==> config.mk <==
export PLATFORM = sky130hd
export DESIGN_NAME = bolme_denetleyici
export DESIGN_NICKNAME = d
export VERILOG_FILES = /design/src/rtl/bolme_denetleyici.sv
export SDC_FILE = /design/constraint.sdc
export NUM_CORES = 1
export LEC_CHECK = 0
export BUFFER_PORTS_ARGS = -buffer_cell sky130_fd_sc_hd__buf_2
export CAP_MARGIN = 0
export CORE_ASPECT_RATIO = 0.75
export CORE_UTILIZATION = 40
export CTS_BUF_LIST = sky130_fd_sc_hd__clkbuf_8 sky130_fd_sc_hd__clkbuf_16
export CTS_CLUSTER_DIAMETER = 150
export DETAILED_ROUTE_END_ITERATION = 7
export SETUP_SLACK_MARGIN = 0.02
export SLEW_MARGIN = 15
export SYNTH_ARGS = -nofsm -noshare
export SYNTH_HDL_FRONTEND = slang
export SYNTH_SLANG_ARGS = --single-unit
==> constraint.sdc <==
create_clock -name clk_i -period 2.3 [get_ports clk_i]
set_input_delay 0.23 -clock clk_i [delete_from_list [all_inputs] [get_ports clk_i]]
set_output_delay 0.23 -clock clk_i [all_outputs]
set_load 0.03 [all_outputs]
==> src/rtl/bolme_denetleyici.sv <==
// bolme_denetleyici: sequencer between execute and the shared divider
// with a one-entry result cache and flush absorption.
module bolme_denetleyici (
  input  logic        clk_i,
  input  logic        rst_i,
  input  logic        islem_gecerli_i,
  input  logic [1:0]  islem_i,
  input  logic [31:0] bolunen_i,
  input  logic [31:0] bolen_i,
  input  logic        iptal_i,
  output logic [31:0] sonuc_o,
  output logic        sonuc_gecerli_o,
  output logic        mesgul_o,
  output logic        bolme_istek_o,
  output logic        bolme_sign_o,
  output logic [31:0] bolme_bolunen_o,
  output logic [31:0] bolme_bolen_o,
  input  logic [31:0] bolme_bolum_i,
  input  logic [31:0] bolme_kalan_i,
  input  logic        bolme_hazir_i
);

  localparam logic [1:0] S_IDLE  = 2'd0;
  localparam logic [1:0] S_ISSUE = 2'd1;
  localparam logic [1:0] S_WAIT  = 2'd2;
  localparam logic [1:0] S_DONE  = 2'd3;

  logic [1:0]  durum_q;
  logic [1:0]  durum_d;
  logic        iptal_q;
  logic        kalan_sec_q;
  logic [31:0] sonuc_q;
  logic        sign_q;
  logic [31:0] bolunen_q;
  logic [31:0] bolen_q;

  logic        ob_gecerli_q;
  logic        ob_sign_q;
  logic [31:0] ob_bolunen_q;
  logic [31:0] ob_bolen_q;
  logic [31:0] ob_bolum_q;
  logic [31:0] ob_kalan_q;

  logic istek_sign;
  logic isabet;
  logic kabul;
  logic oldur;
  logic bitti;

  assign istek_sign = ~islem_i[0];
  assign isabet = ob_gecerli_q
                & (ob_bolunen_q == bolunen_i)
                & (ob_bolen_q == bolen_i)
                & (ob_sign_q == istek_sign);
  assign kabul = (durum_q == S_IDLE)
               & islem_gecerli_i & ~iptal_i;
  assign oldur = iptal_q | iptal_i;
  assign bitti = (durum_q == S_WAIT) & bolme_hazir_i;

  always_comb begin
    durum_d = durum_q;
    unique case (durum_q)
      S_IDLE: begin
        if (kabul) durum_d = isabet ? S_DONE : S_ISSUE;
      end
      S_ISSUE: durum_d = S_WAIT;
      S_WAIT: begin
        if (bolme_hazir_i) durum_d = oldur ? S_IDLE : S_DONE;
      end
      S_DONE: durum_d = S_IDLE;
    endcase
  end

  always_ff @(posedge clk_i or negedge rst_i) begin
    if (!rst_i) begin
      durum_q <= S_IDLE;
    end else begin
      durum_q <= durum_d;
    end
  end

  // Kill survives until the divider finishes; it cannot be aborted.
  always_ff @(posedge clk_i or negedge rst_i) begin
    if (!rst_i) begin
      iptal_q <= 1'b0;
    end else if (bitti) begin
      iptal_q <= 1'b0;
    end else if (iptal_i && ((durum_q == S_ISSUE) || (durum_q == S_WAIT))) begin
      iptal_q <= 1'b1;
    end
  end

  // Divider-facing operands only move on a fresh miss in IDLE.
  always_ff @(posedge clk_i or negedge rst_i) begin
    if (!rst_i) begin
      sign_q      <= 1'b0;
      bolunen_q   <= '0;
      bolen_q     <= '0;
      kalan_sec_q <= 1'b0;
    end else if (kabul && !isabet) begin
      sign_q      <= istek_sign;
      bolunen_q   <= bolunen_i;
      bolen_q     <= bolen_i;
      kalan_sec_q <= islem_i[1];
    end
  end

  always_ff @(posedge clk_i or negedge rst_i) begin
    if (!rst_i) begin
      ob_gecerli_q <= 1'b0;
      ob_sign_q    <= 1'b0;
      ob_bolunen_q <= '0;
      ob_bolen_q   <= '0;
      ob_bolum_q   <= '0;
      ob_kalan_q   <= '0;
    end else if (bitti) begin
      ob_gecerli_q <= 1'b1;
      ob_sign_q    <= sign_q;
      ob_bolunen_q <= bolunen_q;
      ob_bolen_q   <= bolen_q;
      ob_bolum_q   <= bolme_bolum_i;
      ob_kalan_q   <= bolme_kalan_i;
    end
  end

  always_ff @(posedge clk_i or negedge rst_i) begin
    if (!rst_i) begin
      sonuc_q <= '0;
    end else if (kabul && isabet) begin
      sonuc_q <= islem_i[1] ? ob_kalan_q : ob_bolum_q;
    end else if (bitti && !oldur) begin
      sonuc_q <= kalan_sec_q ? bolme_kalan_i : bolme_bolum_i;
    end
  end

  assign sonuc_o         = sonuc_q;
  assign sonuc_gecerli_o = (durum_q == S_DONE) & ~iptal_i;
  assign mesgul_o        = (durum_q != S_IDLE);
  assign bolme_istek_o   = (durum_q == S_ISSUE);
  assign bolme_sign_o    = sign_q;
  assign bolme_bolunen_o = bolunen_q;
  assign bolme_bolen_o   = bolen_q;

endmodule

# --- Yosys cells after proc, flatten, opt, wreduce, memory -nomap -nowiden ---
# Index checks and enable logic that the tools add are counted.
word_totals:
  regBits: 231
  latchBits: 0
  ram_bits: 0
  romBits: 0
  in_bits: 135
  elab_cells: 54
  mem_count: 0
classes:
  add_sub_neg: 0
  multipliers: 0
  div_mod_pow: 0
  n_lt_le_gt_ge: 0
  n_eq_ne: 8
  shifts: 0
  n_mux: 11
  bitwise: 10
  n_reduce_logical: 12
op_table:
  columns: ["cell", "count"]
  rows:
  - ["$mux 32", 4]
  - ["$eq 32x32->1", 2]
  - ["$mux 2", 4]
  - ["$pmux 2 s4", 1]
  - ["$and 1x1->1", 7]
  - ["$reduce_bool 2->1", 3]
  - ["$eq 2x2->1 const B", 2]
  - ["$logic_and 1x1->1", 4]
  - ["$ne 2x2->1 const B", 2]
  - ["$eq 2x1->1 const B", 1]
  - ["$logic_not 1->1", 2]
  - ["$logic_not 2->1", 1]
  - ["$mux 1", 2]
  - ["$not 1->1", 2]
  - ["$reduce_and 2->1", 1]
  - ["$eq 1x1->1", 1]
  - ["$logic_or 1x1->1", 1]
  - ["$or 1x1->1", 1]

# --- Logic depth before layout (Yosys ltp) ---
depth:
  depth_word: 7
  depth_mapped: 8

# --- Worst setup path after synthesis ---
# Ideal clock, no wire load.
synth_timing:
  path_kind: "flip-flop to flip-flop"
  startpoint: "reg ob_bolunen_q[0]"
  endpoint: "reg bolen_q[18] (netlist: bolme_bolen_o[18])"
  arrival_ns: 1.983
  required_time_ns: 2.172
  setup_slack_ns: 0.189
  path_stages_with_launch: 9
  synth_period_minus_slack_ns: 2.111
  cell_sequence: "dfrtp_1 xnor2_1 nand4_1 nor4_1 nand4_1 o2111ai_2 buf_4 buf_6 mux2_1"
synth_between:
  elab_chain_cells: 6
synth_rtl:
  columns: ["element", "line_no", "rtl"]
  rows:
  - ["from (decl)", "39", "logic [31:0] ob_bolunen_q;"]
  - ["from (signal assigned)", "119", "ob_bolunen_q <= bolunen_q;"]
  - ["$eq 32x32->1", "52", "& (ob_bolunen_q == bolunen_i)"]
  - ["$and 1x1->1", "52", null]
  - ["$and 1x1->1", "53", "& (ob_bolen_q == bolen_i)"]
  - ["$and 1x1->1", "54", "& (ob_sign_q == istek_sign);"]
  - ["$logic_not 1->1", "100", "end else if (kabul && !isabet) begin"]
  - ["$logic_and 1x1->1", "100", null]
  - ["to (signal assigned)", "103", "bolen_q <= bolen_i;"]
  - ["to (decl)", "35", "logic [31:0] bolen_q;"]
# No other way between the ends.
# A chain may end at the register's enable or synchronous reset.

# --- Worst setup path after layout ---
layout_timing:
  startpoint: "reg ob_bolen_q[11]"
  endpoint: "reg bolen_q[29] (netlist: bolme_bolen_o[29])"
layout_between:
  elab_chain_cells: 5
layout_rtl:
  columns: ["element", "line_no", "rtl"]
  rows:
  - ["from (decl)", "40", "logic [31:0] ob_bolen_q;"]
  - ["from (signal assigned)", "120", "ob_bolen_q <= bolen_q;"]
  - ["$eq 32x32->1", "53", null]
  - ["$and 1x1->1", "53", null]
  - ["$and 1x1->1", "54", null]
  - ["$logic_not 1->1", "100", null]
  - ["$logic_and 1x1->1", "100", null]
# No other way between the ends.

==> metrics.md <==
| Metric | Value |
|---|---|
| DP Area | 12,300 um^2 |
| Setup crit end kind | flop |
| Cell repeated most along the worst path | nand4_1 |
| Clk_lat worst skew | between 500 and 600 ps |
| Antenna Violating Nets Remaining | 0 |
| Clock sinks | between 200 and 250 |
| Synth top area cells | dfrtp_1, mux2_2, mux2i_1, mux2_1, xnor2_1 |
| Site Rows | 50 |
| Fin area | about 15,000 um^2 |
| Post-synthesis cell area | 10,470 um^2 |
| Unrepaired setup endpoints after global routing | yes |
| Synth cell types | 34 |
| Top_reg_cell synth | dfrtp_1 |
| Hold Path End | iptal_q$_DFFE_PN0P_ |
| Fin crit period | 2482 ps |
| Worst Slack Setup Final | -181.6 ps |
| Final Cycle Share | 107.9% |
| CP Launch Type | flop |
| Clock root buffer | clkbuf_16 |
| Failing checks | setup timing |
| Syn. warnings | 0 |
| Worst hold path stage count | 3 |
| Mean Syn Cell Area | approximately 14 um^2 |
| Overflow left after global routing | 0 |
| Total of max-cap violations | 0 |
| Vias per cell | around 4.9 |
| Hold crit path type | primary input to flop |
| Routability Congestion | 0.7641 |
| Die X | approximately 190 um |
| H-Tree Depth | 1 |
| RR Endpoint | bolme_bolen_o[29]$_DFFE_PN0P_ |
| 1st-iter DRT viols | around 270 |
| Critical Path AT | ~2900 ps |
| # IOs | between 200 and 250 |
| Result of the run | finished with violations |
| Skew final | around 12 ps |
| First-pass GRT wire length | about 42,000 um |
| Number of flops mapped to enable cells by yosys | 0 |
| Pwr Density | around 1300 nW/um^2 |
| P&R area growth vs syn | 43.34% |
| Total GRT Usage | approximately 19% |
| Highest cell delay on the worst timing path | between 300 and 400 ps |
| Worst path cell trace | xnor2_1 -> nand4_1 -> nor4_2 -> buf_4 -> nand4_1 -> o2111ai_4 -> buf_6 -> clkbuf_16 -> mux2_1 |
| Req. time, crit path | approximately 2700 ps |
| Reg2Reg Launch Point | ob_bolen_q[11]$_DFFE_PN0P_ |
| Final net count | ~1.3k |
| Flop2flop setup slack | -180 ps |
| Crit Path Category | flop to flop |
| Slowest-stage cell, CP | dfrtp_1 |
| IO buf count | 234 |
| Fin util | 59.20% |
| Die Y-Extent | around 140 um |
| Initial antenna violation count | 1 |
| Worst-margin pin slew | around 530 ps |
| Setup WS pre-CTS | -422.3 ps |
| Worst Path Buf+Inv | 3 |
| Syn nets | 909 |
| Max Freq | about 400 MHz |
| Critical-path maximum fanout | 10 |
| Hpwl dp | between 15,000 and 20,000 um |
| # DRC | 0 |
| Delay-heaviest family, CP | simple AND/OR/NAND/NOR gates |
| Core Footprint | about 25,000 um^2 |
| Synth area leader | dfrtp_1 |
| Register area share after synthesis | a little under three fifths |
| Clk slew on worst S/H paths | roughly 60 ps |
| Final Hold Vio Count | 0 |
| First drt pass iteration count | 4 |
| Total Routed Length | 27,240 um |
| CTS tree | done |
| Most common cell after layout, fill and taps aside | buf_2 |
| Setup TNS | -11,850 ps |
| Post-DR wirelength/cell | between 15 and 20 um |
| TritonCTS Buffers | 24 |
| Post-Syn Instances | about 770 |
| R2R depth | 9 |
| Worst vdd ir | between 0.0007 and 0.0008 V |
| Rel. slew slack | 64.65% |
| Slew Limit Fails | 0 |
| Final setup violation count | about 100 |
| Max Buffers Root-to-Sink | 3 |
| Layout cell share with drive strength beyond 1 | 43.29% |
| Leak Pwr | approximately 7 nW |
| Share of the synthesized area in the top cell type | between 50% and 60% |
| Largest net degree at the start of global routing | 67 |
| Async SR Flop Fraction | 100.0% |
| Synth Register Bits | 231 |
| Die area | roughly 27,000 um^2 |
| Hold Crit Start | iptal_i |
| Vias in the first global route | 7,664 |
| Commonest non-fill, non-tap cells in the layout | buf_2, dfrtp_1, dlygate4sd3_1 |
| Starting Density | between 40% and 50% |
| Design Power | 20.20 mW |
| Routed vias | around 7.5k |
## power by group
group / total (mW) / switching (mW) / internal, mW
Combinational: 8.53 / 4.42 / 4.11
Sequential: 7.50 / 1.35 / 6.15
Clock: 4.16 / 1.62 / 2.55
Total: 20.2 / 7.39 / 12.8
## registers in the layout (all words and copies together), names as in the netlist
register,cells
ob_sign_q,1
ob_gecerli_q,1
ob_bolum_q,32
iptal_q,1
durum_q,2
bolme_bolen_o,32
sonuc_o,32
kalan_sec_q,1
ob_bolen_q,32
ob_kalan_q,32
ob_bolunen_q,32
bolme_bolunen_o,32
bolme_sign_o,1
## synthesized netlist by cell type (3+ instances only)
master	count
ha_1	5
xor2_1	6
nand2_1	37
buf_6	7
nand4_1	24
nor2b_1	3
nor4_1	7
nand2b_1	8
mux2i_1	97
o22ai_1	3
mux2_1	45
dfrtp_1	231
a21oi_1	4
nor3_1	3
buf_1	4
mux2_2	148
xnor2_1	49
clkbuf_1	24
inv_1	14
o21ai_0	34
## repair_timing
item | 4_1_cts | 5_1_grt
endpoints found under the setup margin | 99 | 99
gates cloned | 2 | 7
hold endpoints to repair | 190 | 1
setup buffers | 4 | 1
gates resized for setup | 9 | 61
pin swaps | 0 | 8
hold buffers | 130 | 1
## layer usage
metal,part of all wire [%],track usage [%]
met3,4.8,3.402
met1,50,28.52
met2,44,30.15
met5,0,0
met4,1.6,4.075
## how the worst max path moves through the flow
stage	startpoint	to	slack [ps]	cells after the start
floorplan	ob_bolunen_q[0]$_DFFE_PN0P_	bolme_bolen_o[18]$_DFFE_PN0P_	190	8
global placement	ob_bolen_q[13]$_DFFE_PN0P_	kalan_sec_q$_DFFE_PN0P_	-350	7
detailed placement	ob_bolen_q[1]$_DFFE_PN0P_	bolme_bolunen_o[26]$_DFFE_PN0P_	-420	8
CTS	ob_bolen_q[8]$_DFFE_PN0P_	bolme_bolen_o[6]$_DFFE_PN0P_	-290	9
global route	ob_bolen_q[8]$_DFFE_PN0P_	bolme_bolunen_o[18]$_DFFE_PN0P_	-350	9
finish	ob_bolen_q[11]$_DFFE_PN0P_	bolme_bolen_o[29]$_DFFE_PN0P_	-180	9
## logic make-up after synthesis
logic type / after synthesis / synth area share [%]
simple gates: 88 / 4.483
mux: 290 / 30.05
flops: 231 / 55.24
buf+inv: 52 / 2.427
fa+ha+maj: 5 / 0.5978
xor+xnor: 55 / 4.603
compound gates: 48 / 2.606
## layout make-up
class | instances | area [um^2]
timing repair buffer | 417 | 3201
tap | 338 | 422.9
antenna | 1 | 2.502
clock buffer | 29 | 680.7
multi-input combinational | 486 | 4684
fill | 2094 | 10340
clock inverter | 15 | 175.2
inverter | 14 | 52.55
sequential | 231 | 5782
## tightest hold or removal path, stage by stage
cell and delay, ps:
buf_2 130, a21oi_1 140, a21oi_1 50
## metrics by stage
step / hold WS, ps / instances
finish: 88.67 / 1531
global route: 151.3 / 1531
floorplan: -65.59 / 769
CTS: 8.428 / 1521
detailed placement: 224.8 / 1341
global placement: 232.4 / 1341
Note: power is estimated with default switching activity, not from simulation.
